**src/rtl/pipe_stage_if.sv**
```systemverilog
// Valid/ready handshake bundle around one pipeline stage register: the upstream side
// (in_*) and the downstream side (out_*). The slave modport is the stage; the master modport is its surroundings.
interface pipe_stage_if #(
  parameter int Width = 32
) ();
  logic             in_valid_i;
  logic             in_ready_o;
  logic [Width-1:0] in_data_i;
  logic             out_valid_o;
  logic             out_ready_i;
  logic [Width-1:0] out_data_o;

  modport master (
    output in_valid_i, in_data_i, out_ready_i,
    input  in_ready_o, out_valid_o, out_data_o
  );

  modport slave (
    input  in_valid_i, in_data_i, out_ready_i,
    output in_ready_o, out_valid_o, out_data_o
  );
endinterface

```
**src/rtl/pipe_stage_reg.sv**
```systemverilog
// Generic pipeline stage register with valid/ready handshake, flush and optional skid buffer.
// Optional stall counter output stall_cnt_o is built only when PIPE_STAGE_PERF_EN is defined.
module pipe_stage_reg #(
  parameter int Width       = 32,
  parameter int Skid        = 1,
  parameter int ZeroOnFlush = 1,
  parameter int CntWidth    = 16
) (
  input  logic                clk_i,
  input  logic                rst_i,
  input  logic                flush_i,
  pipe_stage_if.slave         bus
`ifdef PIPE_STAGE_PERF_EN
  ,
  output logic [CntWidth-1:0] stall_cnt_o
`endif
);

  if (Width < 1 || CntWidth < 1) begin : g_param_err
    $error("pipe_stage_reg: Width and CntWidth must be >= 1");
  end

  logic             vld_p1;
  logic [Width-1:0] data_p1;
  logic             rdy;

  assign bus.out_valid_o = vld_p1;
  assign bus.out_data_o  = data_p1;
  assign bus.in_ready_o  = rdy;

  if (Skid != 0) begin : g_skid
    typedef enum logic [1:0] {EMPTY, FULL1, FULL2} state_e;

    state_e           state_p1, state_nxt;
    logic [Width-1:0] skid_p1, skid_nxt, data_nxt;
    logic             rdy_p1;
    logic             in_fire, out_fire;

    assign in_fire  = bus.in_valid_i & rdy_p1;
    assign out_fire = vld_p1 & bus.out_ready_i;
    assign rdy      = rdy_p1;

    always_comb begin
      state_nxt = state_p1;
      data_nxt  = data_p1;
      skid_nxt  = skid_p1;
      if (flush_i) begin
        state_nxt = EMPTY;
        if (ZeroOnFlush != 0) begin
          data_nxt = '0;
          skid_nxt = '0;
        end
      end else begin
        case (state_p1)
          EMPTY: begin
            if (in_fire) begin
              state_nxt = FULL1;
              data_nxt  = bus.in_data_i;
            end
          end
          FULL1: begin
            if (in_fire && out_fire) begin
              data_nxt = bus.in_data_i;
            end else if (in_fire) begin
              state_nxt = FULL2;
              skid_nxt  = bus.in_data_i;
            end else if (out_fire) begin
              state_nxt = EMPTY;
            end
          end
          FULL2: begin
            if (out_fire) begin
              state_nxt = FULL1;
              data_nxt  = skid_p1;
            end
          end
          default: state_nxt = EMPTY;
        endcase
      end
    end

    // Stage boundary: ready and valid are registered from the next state so that
    // a downstream stall never reaches in_ready_o combinationally.
    always_ff @(posedge clk_i) begin
      if (rst_i) begin
        state_p1 <= EMPTY;
        data_p1  <= '0;
        skid_p1  <= '0;
        rdy_p1   <= 1'b1;
        vld_p1   <= 1'b0;
      end else begin
        state_p1 <= state_nxt;
        data_p1  <= data_nxt;
        skid_p1  <= skid_nxt;
        rdy_p1   <= (state_nxt != FULL2);
        vld_p1   <= (state_nxt != EMPTY);
      end
    end
  end else begin : g_single
    logic             in_fire, out_fire;
    logic             vld_nxt;
    logic [Width-1:0] data_nxt;

    assign rdy      = !vld_p1 | bus.out_ready_i;
    assign in_fire  = bus.in_valid_i & rdy;
    assign out_fire = vld_p1 & bus.out_ready_i;

    always_comb begin
      vld_nxt  = vld_p1;
      data_nxt = data_p1;
      if (flush_i) begin
        vld_nxt = 1'b0;
        if (ZeroOnFlush != 0) data_nxt = '0;
      end else if (in_fire) begin
        vld_nxt  = 1'b1;
        data_nxt = bus.in_data_i;
      end else if (out_fire) begin
        vld_nxt = 1'b0;
      end
    end

    // Stage boundary: single output register.
    always_ff @(posedge clk_i) begin
      if (rst_i) begin
        vld_p1  <= 1'b0;
        data_p1 <= '0;
      end else begin
        vld_p1  <= vld_nxt;
        data_p1 <= data_nxt;
      end
    end
  end

`ifdef PIPE_STAGE_PERF_EN
  logic [CntWidth-1:0] stall_cnt_p1;

  function automatic logic [CntWidth-1:0] sat_inc(input logic [CntWidth-1:0] v);
    return (&v) ? v : v + 1'b1;
  endfunction

  // Counts cycles where a held payload is refused downstream; flush leaves it alone.
  always_ff @(posedge clk_i) begin
    if (rst_i) begin
      stall_cnt_p1 <= '0;
    end else if (vld_p1 && !bus.out_ready_i) begin
      stall_cnt_p1 <= sat_inc(stall_cnt_p1);
    end
  end

  assign stall_cnt_o = stall_cnt_p1;
`endif

endmodule

```
**src/flat_wrapper.sv**
```systemverilog
// flat-port wrapper written by rule: the top's interface ports become plain ports
module pipe_stage_reg_flat 
#(
  parameter int Width       = 32,
  parameter int Skid        = 1,
  parameter int ZeroOnFlush = 1,
  parameter int CntWidth    = 16
)
  (clk_i, rst_i, flush_i, bus_in_valid_i, bus_in_data_i, bus_out_ready_i, bus_in_ready_o, bus_out_valid_o, bus_out_data_o);
  pipe_stage_if #(.Width(Width)) bus_i ();
  input  logic clk_i;
  input  logic rst_i;
  input  logic flush_i;
  input wire logic [$bits(bus_i.in_valid_i)-1:0] bus_in_valid_i;
  input wire logic [$bits(bus_i.in_data_i)-1:0] bus_in_data_i;
  input wire logic [$bits(bus_i.out_ready_i)-1:0] bus_out_ready_i;
  output wire logic [$bits(bus_i.in_ready_o)-1:0] bus_in_ready_o;
  output wire logic [$bits(bus_i.out_valid_o)-1:0] bus_out_valid_o;
  output wire logic [$bits(bus_i.out_data_o)-1:0] bus_out_data_o;
  assign bus_i.in_valid_i = bus_in_valid_i;
  assign bus_i.in_data_i = bus_in_data_i;
  assign bus_i.out_ready_i = bus_out_ready_i;
  assign bus_in_ready_o = bus_i.in_ready_o;
  assign bus_out_valid_o = bus_i.out_valid_o;
  assign bus_out_data_o = bus_i.out_data_o;
  pipe_stage_reg #(.Width(Width), .Skid(Skid), .ZeroOnFlush(ZeroOnFlush), .CntWidth(CntWidth)) u_core (.clk_i(clk_i), .rst_i(rst_i), .flush_i(flush_i), .bus(bus_i));
endmodule
```
**config.mk**
```make
export PLATFORM = sky130hd
export DESIGN_NAME = pipe_stage_reg_flat
export DESIGN_NICKNAME = d
export VERILOG_FILES = /design/src/rtl/pipe_stage_if.sv /design/src/rtl/pipe_stage_reg.sv /design/src/flat_wrapper.sv
export SDC_FILE = /design/constraint.sdc
export NUM_CORES = 1
export LEC_CHECK = 0
export CAP_MARGIN = 25
export CORE_ASPECT_RATIO = 1.5
export CORE_MARGIN = 2
export CORE_UTILIZATION = 49
export DETAILED_ROUTE_END_ITERATION = 12
export PLACE_DENSITY = 0.87
export SETUP_SLACK_MARGIN = 0.15
export SLEW_MARGIN = 20
export SYNTH_ARGS = -nofsm -noshare
export SYNTH_HDL_FRONTEND = slang
export SYNTH_SLANG_ARGS = --single-unit
```
**constraint.sdc**
```tcl
create_clock -name clk_i -period 2 [get_ports clk_i]
set_input_delay 0.4 -clock clk_i [delete_from_list [all_inputs] [get_ports clk_i]]
set_output_delay 0.4 -clock clk_i [all_outputs]
set_load 0.05 [all_outputs]
```
==> results.md <==
* Status: completed
* Post-CTS setup buffers at 0
* Synth Register Bits at 68
* Placer Congestion at ~0.75
* Mapped Cells at 309
* Drt via density at 5.36
* Iteration-0 DRC Markers at 108
* Pwr dens at 780 mW/mm^2
* Most frequent cells in the layout: nand2_1 (69), dfxtp_1 (68), clkdlybuf4s50_1 (36), dlygate4sd2_1 (34), a21oi_1 (33)
* Worst min path class: reg2reg
* Area grow syn2layout at 32.8%
* Critical Path Sink Type: flop
* # clock sinks at 68
* Largest net degree at the start of global routing at 66
* Worst EP required at about 2.3 ns
* Comb pwr share at 17.1%
* Reg2Reg Setup Slack at 0.34 ns
* Yosys warnings at 0
* Syn nets at ~350
* Clk pin slew, worst setup/hold paths at 0.07 ns
* CTS buffer count at 9
* RSZ-0062 raised after global routing: false
* Critical-path cell list: nand2b_2 > o2bb2ai_4 > or2_2 > buf_12 > a211oi_1
* I/O Buffers at 70
* Unique masters post-synth at 24
* DRT antenna net count at 0
* Initial core utilization at between 50 and 60%
* Clk network pwr share at 35.9%
* Max clock buf depth at 2
* Residual DRC at 0
* Worst setup margin at 0.344 ns
* Max-Cap Viols at 0
* Antenna fix cells at 0
* Leak Pwr at 1.68 nW
* Final period util at 82.8%
* CP max stage cell: dfxtp_1
* Utilization after layout at 67.0%
* Worst path bufs/invs at 1
* Final slew viol count at 0
* DR vias at 2424
* Post-synth top area cell: dfxtp_1
* Place WS at -0.0137 ns
* EDFF count, synth at 0
* Sequential area share after synthesis at 46.6%
* HPWL Detailed at 4520 um
* Top cells by area, synth: dfxtp_1 (47%), a211oi_2 (13%), mux2i_1 (11%)
* Routed WL at between 6000 and 7000 um
* NetSw at 0.852 mW
* Max incr delay on CP at approximately 0.4 ns
* VDD IR max at 0.530 mV
* Syn_area_per_cell at 9.45 um^2
* Die W at 67.0 um
* Sw Share at 28.2%
* H-Tree Level Count at 3
* Total Routing Usage GR at 21.8%
* Post-synth top area share at 46.6%
* Total global routing overflow at 0
* Drt pass-1 iters at 4
* WS Path Type: reg2reg
* Synth Flop Type: dfxtp_1
* Final setup vio count at 0
* Worst-Margin Slew at ~0.52 ns
* IO Pins at 71
* Share of cells above drive strength 1 at between 10% and 20%
* Syn Std Cell Area at 0.00292 mm^2
* Final #Nets at 412
* Die area at 0.00660 mm^2
* Row cnt at 34
* Vert. Die Dim at just under 100 um
* Family with the most delay on the worst path: simple AND/OR/NAND/NOR gates
* Max FO, Critical Path at 17
* Setup TNS at 0 ns
* Clock skew at between 0.007 and 0.008 ns
* Achievable clock frequency at 0.604 GHz
* Initial antenna violation count at 0
* Core ar. at a little under 0.006 mm^2
* Most common cell after layout, fill and taps aside: nand2_1
* Slew margin rel. at about two thirds
* CTS tree: done
* Async set or reset register ratio after synthesis at 0%
* Post-route minimum period at 1.66 ns
* P_int at ~2.2 mW
* Crit path DAT at 1.90 ns
* Vias in the first global route at roughly 2400
* Wirelength per Cell at approximately 15 um
* Fin. Hold Viols at 0
* Critical Path Source Type: flop
* Flop pwr share at a little under half
* Clock root buffer: clkbuf_8
* Clock Latency Late Sink at 0.34 ns
* Global-route wire length before repair at between 10000 and 15000 um
## power by group through the flow
stage | clock network [mW] | registers (mW) | logic (mW)
after floorplan | 0 | 1.57 | 0.219
final | 1.09 | 1.42 | 0.517
after CTS | 1.10 | 1.42 | 0.521
after detailed placement | 0 | 1.45 | 0.542
after global placement | 0 | 1.45 | 0.530
after global routing | 1.16 | 1.42 | 0.550
## per-stage QoR
stage | cell area, um^2 | total power, mW | cells | hold slack, ns
global route | 3880 | 3.14 | 452 | 0.478
detailed placement | 3730 | 1.99 | 436 | 0.446
CTS | 3880 | 3.04 | 452 | 0.455
floorplan | 2920 | 1.79 | 309 | 0.436
global placement | 3730 | 1.98 | 436 | 0.441
finish | 3880 | 3.02 | 452 | 0.455
## cell usage after synthesis, drive strengths merged, types with 2 or more instances
library cell,number
dfxtp,68
nor3,33
a21oi,33
buf,11
clkbuf,17
a211oi,32
or2,2
nand2,69
inv,2
a21o,2
mux2i,32
## timing repair
| action | 4_1_cts | 5_1_grt |
|---|---|---|
| setup endpoints to repair | 34 | 0 |
| resized for setup | 34 | 0 |
| hold buffers | 0 | 0 |
## routing by layer
layer  part of all wire (%)  GRT usage [%]
met2                     52           36.4
met5                      0              0
met3                    4.9           4.11
met4                    1.3           9.58
met1                     42           26.7
## logic make-up after synthesis
group | Yosys count | share of synthesized area (%)
muxes | 32 | 11.0
AOI/OAI and AO/OA | 69 | 20.8
and+or+nand+nor | 110 | 16.5
DFF | 68 | 46.6
buffers and inverters | 30 | 5.06
## worst min-delay path, cell delays in order (launching register included)
cell	delay (ns)
dfxtp_1	0.31
nand2_1	0.05
a21oi_1	0.05
## path summary, 6_finish.rpt
check / start / end / cells past startpoint
worst max-delay path: u_core.g_skid.state_p1[0]$_SDFF_PP0_ / u_core.bus.out_data_o[30]$_SDFFE_PP0P_ / 5
worst min-delay path: u_core.g_skid.skid_p1[30]$_SDFFE_PP0P_ / u_core.g_skid.skid_p1[30]$_SDFFE_PP0P_ / 2
worst max register to register: u_core.g_skid.state_p1[0]$_SDFF_PP0_ / u_core.bus.out_data_o[30]$_SDFFE_PP0P_ / 5
worst min register to register: u_core.g_skid.skid_p1[30]$_SDFFE_PP0P_ / u_core.g_skid.skid_p1[30]$_SDFFE_PP0P_ / 2
## area by class of cell
cell class / instances / area (um^2)
inverter: 2 / 7.51
multi-input combinational: 211 / 1420
sequential: 68 / 1360
tap: 72 / 90.1
clock inverter: 6 / 65.1
fill: 480 / 1910
clock buffer: 10 / 128
timing repair buffer: 83 / 806
## sequential cells by signal (all words and copies together), names as in the netlist
name / count
u_core.bus.out_valid_o: 1
u_core.bus.in_ready_o: 1
u_core.g_skid.skid_p1: 32
u_core.g_skid.state_p1: 2
u_core.bus.out_data_o: 32
No activity file was read; power rests on OpenSTA's default activity.
==> RTL edit 1, RTL diff (same settings) <==
Encoding of `state_e`: now one-hot (3 bits for 3 states).
--- a/src/rtl/pipe_stage_reg.sv
+++ b/src/rtl/pipe_stage_reg.sv
@@ -29,7 +29,7 @@
   assign bus.in_ready_o  = rdy;
 
   if (Skid != 0) begin : g_skid
-    typedef enum logic [1:0] {EMPTY, FULL1, FULL2} state_e;
+    typedef enum logic [2:0] {EMPTY = 3'b001, FULL1 = 3'b010, FULL2 = 3'b100} state_e;
 
     state_e           state_p1, state_nxt;
     logic [Width-1:0] skid_p1, skid_nxt, data_nxt;
Behaviour: no difference found for any inputs over 10 cycles, from zero or initial values and one cycle with rst_i high; not proved beyond that.
==> RTL edit 1 against the original RTL <==
Clock skew shrank 0.00061 ns; worst setup slack lost 0.078 ns; power grew 3.5%; critical path depth grew 2; synthesized area shrank 4.6%; routed wire length grew 7.9%; maximum frequency shrank 4.5%; design area shrank 1.4%; via count grew 5.4%; sequential cell count grew 1; utilization grew 2.6 points; synthesized cell count grew 1.9%.
==> RTL edit 1: results (changes against the original RTL) <==
status: "completed"
grt.total_usage: 0.239  # +0.0208
cp.arrival_ns: 2.01  # +0.11 ns
fill_cells: 441  # -8.1%
drt-total-wl_mm: 7.20  # +7.9%
min_path_cells: 2  # unchanged
grt_max_degree: 36  # -45%
synth_common_cells: "69 x dfxtp_1, 66 x a21oi_1, 66 x nand2_1, 32 x mux2i_1, 32 x o31ai_1"
grt_pass1_vias: 2468  # +3.3%
cpLargestDelayFamily: "buffers and inverters"
fin_nets: 421  # +2.2%
r2r_end: "u_core.bus.out_data_o[29]"
via_per_inst: 5.57  # +3.8%
power_leakage_nw: 1.76  # +4.8%
dpl.cell_count: 443  # +1.6%
r2r-start: "u_core.g_skid.state_p1[1]"
hpwlAfterDp_mm: 4.77  # +5.6%
finalClockSkew_ns: 0.00724  # -0.000611 ns
cpPeakStageDelay_ns: 0.49  # +0.08 ns
dp_slack_ns: -0.0904  # -0.0767 ns
ys_warn_count: 0  # unchanged
first_iter_violations: 100  # -7.4%
place.gp.congestion: 0.773  # +2.8%
syn-num-nets: 352  # +1.7%
io_buffers: 70  # unchanged
final_layout_size_suffix_gt1_frac: 0.100  # -0.0682
synth_seq_area_share: 0.496  # +0.0296
ir_worst_vdd_mv: 0.507  # -4.4%
crit_start: "bus_in_valid_i"
cp_slowest_cell: "clkdlybuf4s50_1"
drt_pass1_iterations: 4  # unchanged
grt_pass1_wl_mm: 11.4  # +1.9%
finalCritPeriodShare: 0.867  # +0.0390
clock_latency_ns: 0.36  # +0.02 ns
hold_end: "u_core.g_skid.skid_p1[5]"
cp_max_fo: 14  # -3
dpl_cell_area_um2: 3630  # -2.6%
min_from: "u_core.g_skid.skid_p1[5]"
worst-slew-pin-transition_ns: 0.683  # +0.162 ns
postSynthAreaPerCell_um2: 8.84  # -6.4%
r2r_slack_ns: 0.31  # -0.03 ns
yosysUniqueCellTypes: 26  # +8.3%
wire_per_inst_um: 15.7  # +6.3%
reg2reg_depth: 5  # unchanged
synth_area_leaders: "dfxtp_1 50%, a21oi_1 12%, mux2i_1 12%, nand2_1 8.9%, o31ai_1 8.6%"
[RTL edit 1: cell types whose count changed in the layout (fill, tap and decap cells not counted), sizes merged, moves of 3 or more]
cell and change:
a211oi -32, a21oi +33, buf +3, clkinv -3, nand2 -3, nor3 -32, o31ai +32
[RTL edit 1: metrics by stage]
| step | hold WS [ns] | util |
|---|---|---|
| 2_1_floorplan | 0.436 | - |
| 3_3_place_gp | 0.440 | 0.661 |
| 3_5_place_dp | 0.446 | 0.661 |
| 4_1_cts | 0.457 | 0.695 |
| 5_1_grt | 0.475 | 0.696 |
| 6_report | 0.455 | 0.696 |
[RTL edit 1: cell type report]
cell class / count / area share
multi-input combinational: 216 / 0.342
tap: 70 / 0.0229
inverter: 2 / 0.00196
clock inverter: 6 / 0.0245
sequential: 69 / 0.362
clock buffer: 10 / 0.0360
timing repair buffer: 86 / 0.211
[RTL edit 1: repair_timing]
| item | 4_1_cts | 5_1_grt |
|---|---|---|
| resized for setup | 34 | 1 |
| setup endpoints to repair | 34 | 1 |
| gates cloned | 0 | 0 |
[RTL edit 1: where the power goes]
group | switching (mW) | leakage [nW] | internal, mW
Sequential | 0.0201 | 0.559 | 1.41
Clock | 0.561 | 0.113 | 0.746
Combinational | 0.242 | 1.09 | 0.153
Total | 0.823 | 1.76 | 2.31
[RTL edit 1: per-layer routing]
layer	part of all wire	track usage
met5	0	0
met2	0.52	0.412
met4	0.029	0.109
met1	0.41	0.275
met3	0.043	0.0596
[RTL edit 1: logic make-up after synthesis]
kind of cell    count (synthesis)  synth area share
compound gates                103             0.220
simple gates                   80             0.120
mux                            32             0.115
flops                          69             0.496
xor+xnor                        1           0.00315
buf+inv                        30            0.0467
==> RTL edit 2, RTL diff (same flow settings) <==
Without the edit above. `Skid` is set to 1 in 2 places; all go to 0.
--- a/src/rtl/pipe_stage_reg.sv
+++ b/src/rtl/pipe_stage_reg.sv
@@ -2,7 +2,7 @@
 // Optional stall counter output stall_cnt_o is built only when PIPE_STAGE_PERF_EN is defined.
 module pipe_stage_reg #(
   parameter int Width       = 32,
-  parameter int Skid        = 1,
+  parameter int Skid        = 0,
   parameter int ZeroOnFlush = 1,
   parameter int CntWidth    = 16
 ) (
--- a/src/flat_wrapper.sv
+++ b/src/flat_wrapper.sv
@@ -2,7 +2,7 @@
 module pipe_stage_reg_flat 
 #(
   parameter int Width       = 32,
-  parameter int Skid        = 1,
+  parameter int Skid        = 0,
   parameter int ZeroOnFlush = 1,
   parameter int CntWidth    = 16
 )
Check against the original RTL: not equivalent (Yosys sat finds a counterexample within 4 cycles, from zero or initial values and one cycle with rst_i high).
==> RTL edit 2 against the original RTL <==
Power is 49% lower; synthesized area is 53% lower; largest cell class is now buffers; clock skew decreased by 0.0031 ns; design area shrank 42%; sequential power down 51%; combinational power is 42% lower; critical path depth is 4 lower; sequential cell count is 35 lower; worst setup slack worse by 0.17 ns; first-iteration DRC count fell by 63%; clock power fell by 49%; routed wire length decreased by 39%; maximum frequency down 9.6%; sequential share of layout area shrank 5.8 points.
==> RTL edit 2: results (changes against the original RTL) <==
cpPeakStageDelay_ns: 0.80  # +0.39 ns
cp_max_fo: 2  # -15
hpwlAfterDp_mm: 2.59  # -43%
min_from: "u_core.bus.out_data_o[26]"
grt_pass1_wl_mm: 5.71  # -49%
htreeDepth: 2  # -1
clock_latency_ns: 0.29  # -0.05 ns
r2r_slack_ns: 0.90  # +0.56 ns
dpl_cell_area_um2: 2100  # -44%
grt.total_usage: 0.251  # +0.0332
hold_ws_ns: 0.452  # -0.00295 ns
syn_inst: 152  # -51%
cts_made_buffers: 5  # -4
cts_root_buf: "clkbuf_8"
cp_slowest_cell: "clkdlybuf4s50_1"
reg2reg_depth: 4  # -1
grt_pass1_vias: 1312  # -45%
relSlewSlack: 0.655  # about the same
finalClockSkew_ns: 0.00477  # -0.00309 ns
final_layout_size_suffix_gt1_frac: 0.184  # +0.0159
crit_start: "u_core.bus.out_data_o[16]"
fin_crit_ns: 1.83  # +0.175 ns
seqCellArea_um2: 661  # -51%
power_leakage_nw: 1.17  # -31%
drt-total-wl_mm: 4.04  # -39%
p_sw_uw: 431  # -49%
dp_slack_ns: 0.344  # +0.357 ns
synth_area_leaders: "dfxtp_1 48%, o21ai_2 15%, nand4_1 15%, nand2_1 8.7%, buf_6 3.3%"
yosysUniqueCellTypes: 15  # -38%
cp.arrival_ns: 1.43  # -0.47 ns
synth_common_cells: "33 x dfxtp_1, 32 x nand2_1, 32 x nand4_1, 23 x o21ai_2, 8 x buf_2"
hold_end: "u_core.bus.out_data_o[26]"
synth_seq_area_share: 0.479  # +0.0123
num_vias: 1399  # -42%
r2r-start: "u_core.bus.out_valid_o"
cp-endpoint: "bus_out_data_o[16]"
dpl.cell_count: 246  # -44%
syn-num-nets: 189  # -45%
ir_worst_vdd_mv: 0.679  # +28%
wire_per_inst_um: 15.9  # +7.8%
fill_cells: 175  # -64%
first_iter_violations: 40  # -63%
ys_warn_count: 0  # unchanged
cpLargestDelayFamily: "buffers and inverters"
place.gp.congestion: 0.694  # -7.7%
status: "completed"
r2r_end: "u_core.bus.out_data_o[19]"
-- RTL edit 2: changes by cell type after synthesis, moves of 13 or more --
| cell | delta |
|---|---|
| dfxtp_1 | -35 |
| a211oi_2 | -30 |
| mux2i_1 | -32 |
| clkbuf_1 | -13 |
| a21oi_1 | -33 |
| o21ai_2 | +23 |
| nand2_1 | -37 |
| nand4_1 | +32 |
| nor3_1 | -32 |
-- RTL edit 2: repair_timing --
item,4_1_cts,5_1_grt
setup buffers,0,0
resized for setup,7,21
endpoints found under the setup margin,7,21
-- RTL edit 2: routing by layer --
layer  vias up  GRT usage  share of wire
li1        670          -              -
met1       657      0.274           0.39
met2        64      0.429           0.51
met3         8     0.0833          0.080
met4         0      0.104          0.014
met5         -          0              0
-- RTL edit 2: power groups by stage --
stage	Clock [mW]	Sequential [mW]	Combinational, mW
after floorplan	0	0.784	0.0896
after global placement	0	0.706	0.297
after detailed placement	0	0.707	0.302
after CTS	0.564	0.692	0.301
after global routing	0.596	0.693	0.314
final	0.558	0.692	0.301
-- RTL edit 2: logic make-up after synthesis --
group	count (synthesis)	synth area share
and+or+nand+nor	67	0.251
DFF	33	0.479
AOI/OAI and AO/OA	33	0.184
buffers and inverters	19	0.0861
-- RTL edit 2: area by class of cell --
type / count / share of cell area
inverter: 1 / 0.00167
sequential: 33 / 0.294
clock buffer: 7 / 0.0428
multi-input combinational: 100 / 0.270
tap: 37 / 0.0206
timing repair buffer: 75 / 0.369
clock inverter: 1 / 0.00222
-- RTL edit 2: worst min-delay path, cell delays in order (launching register included) --
cell     delay, ns
dfxtp_1       0.31
nand2_1       0.05
o21ai_1       0.05
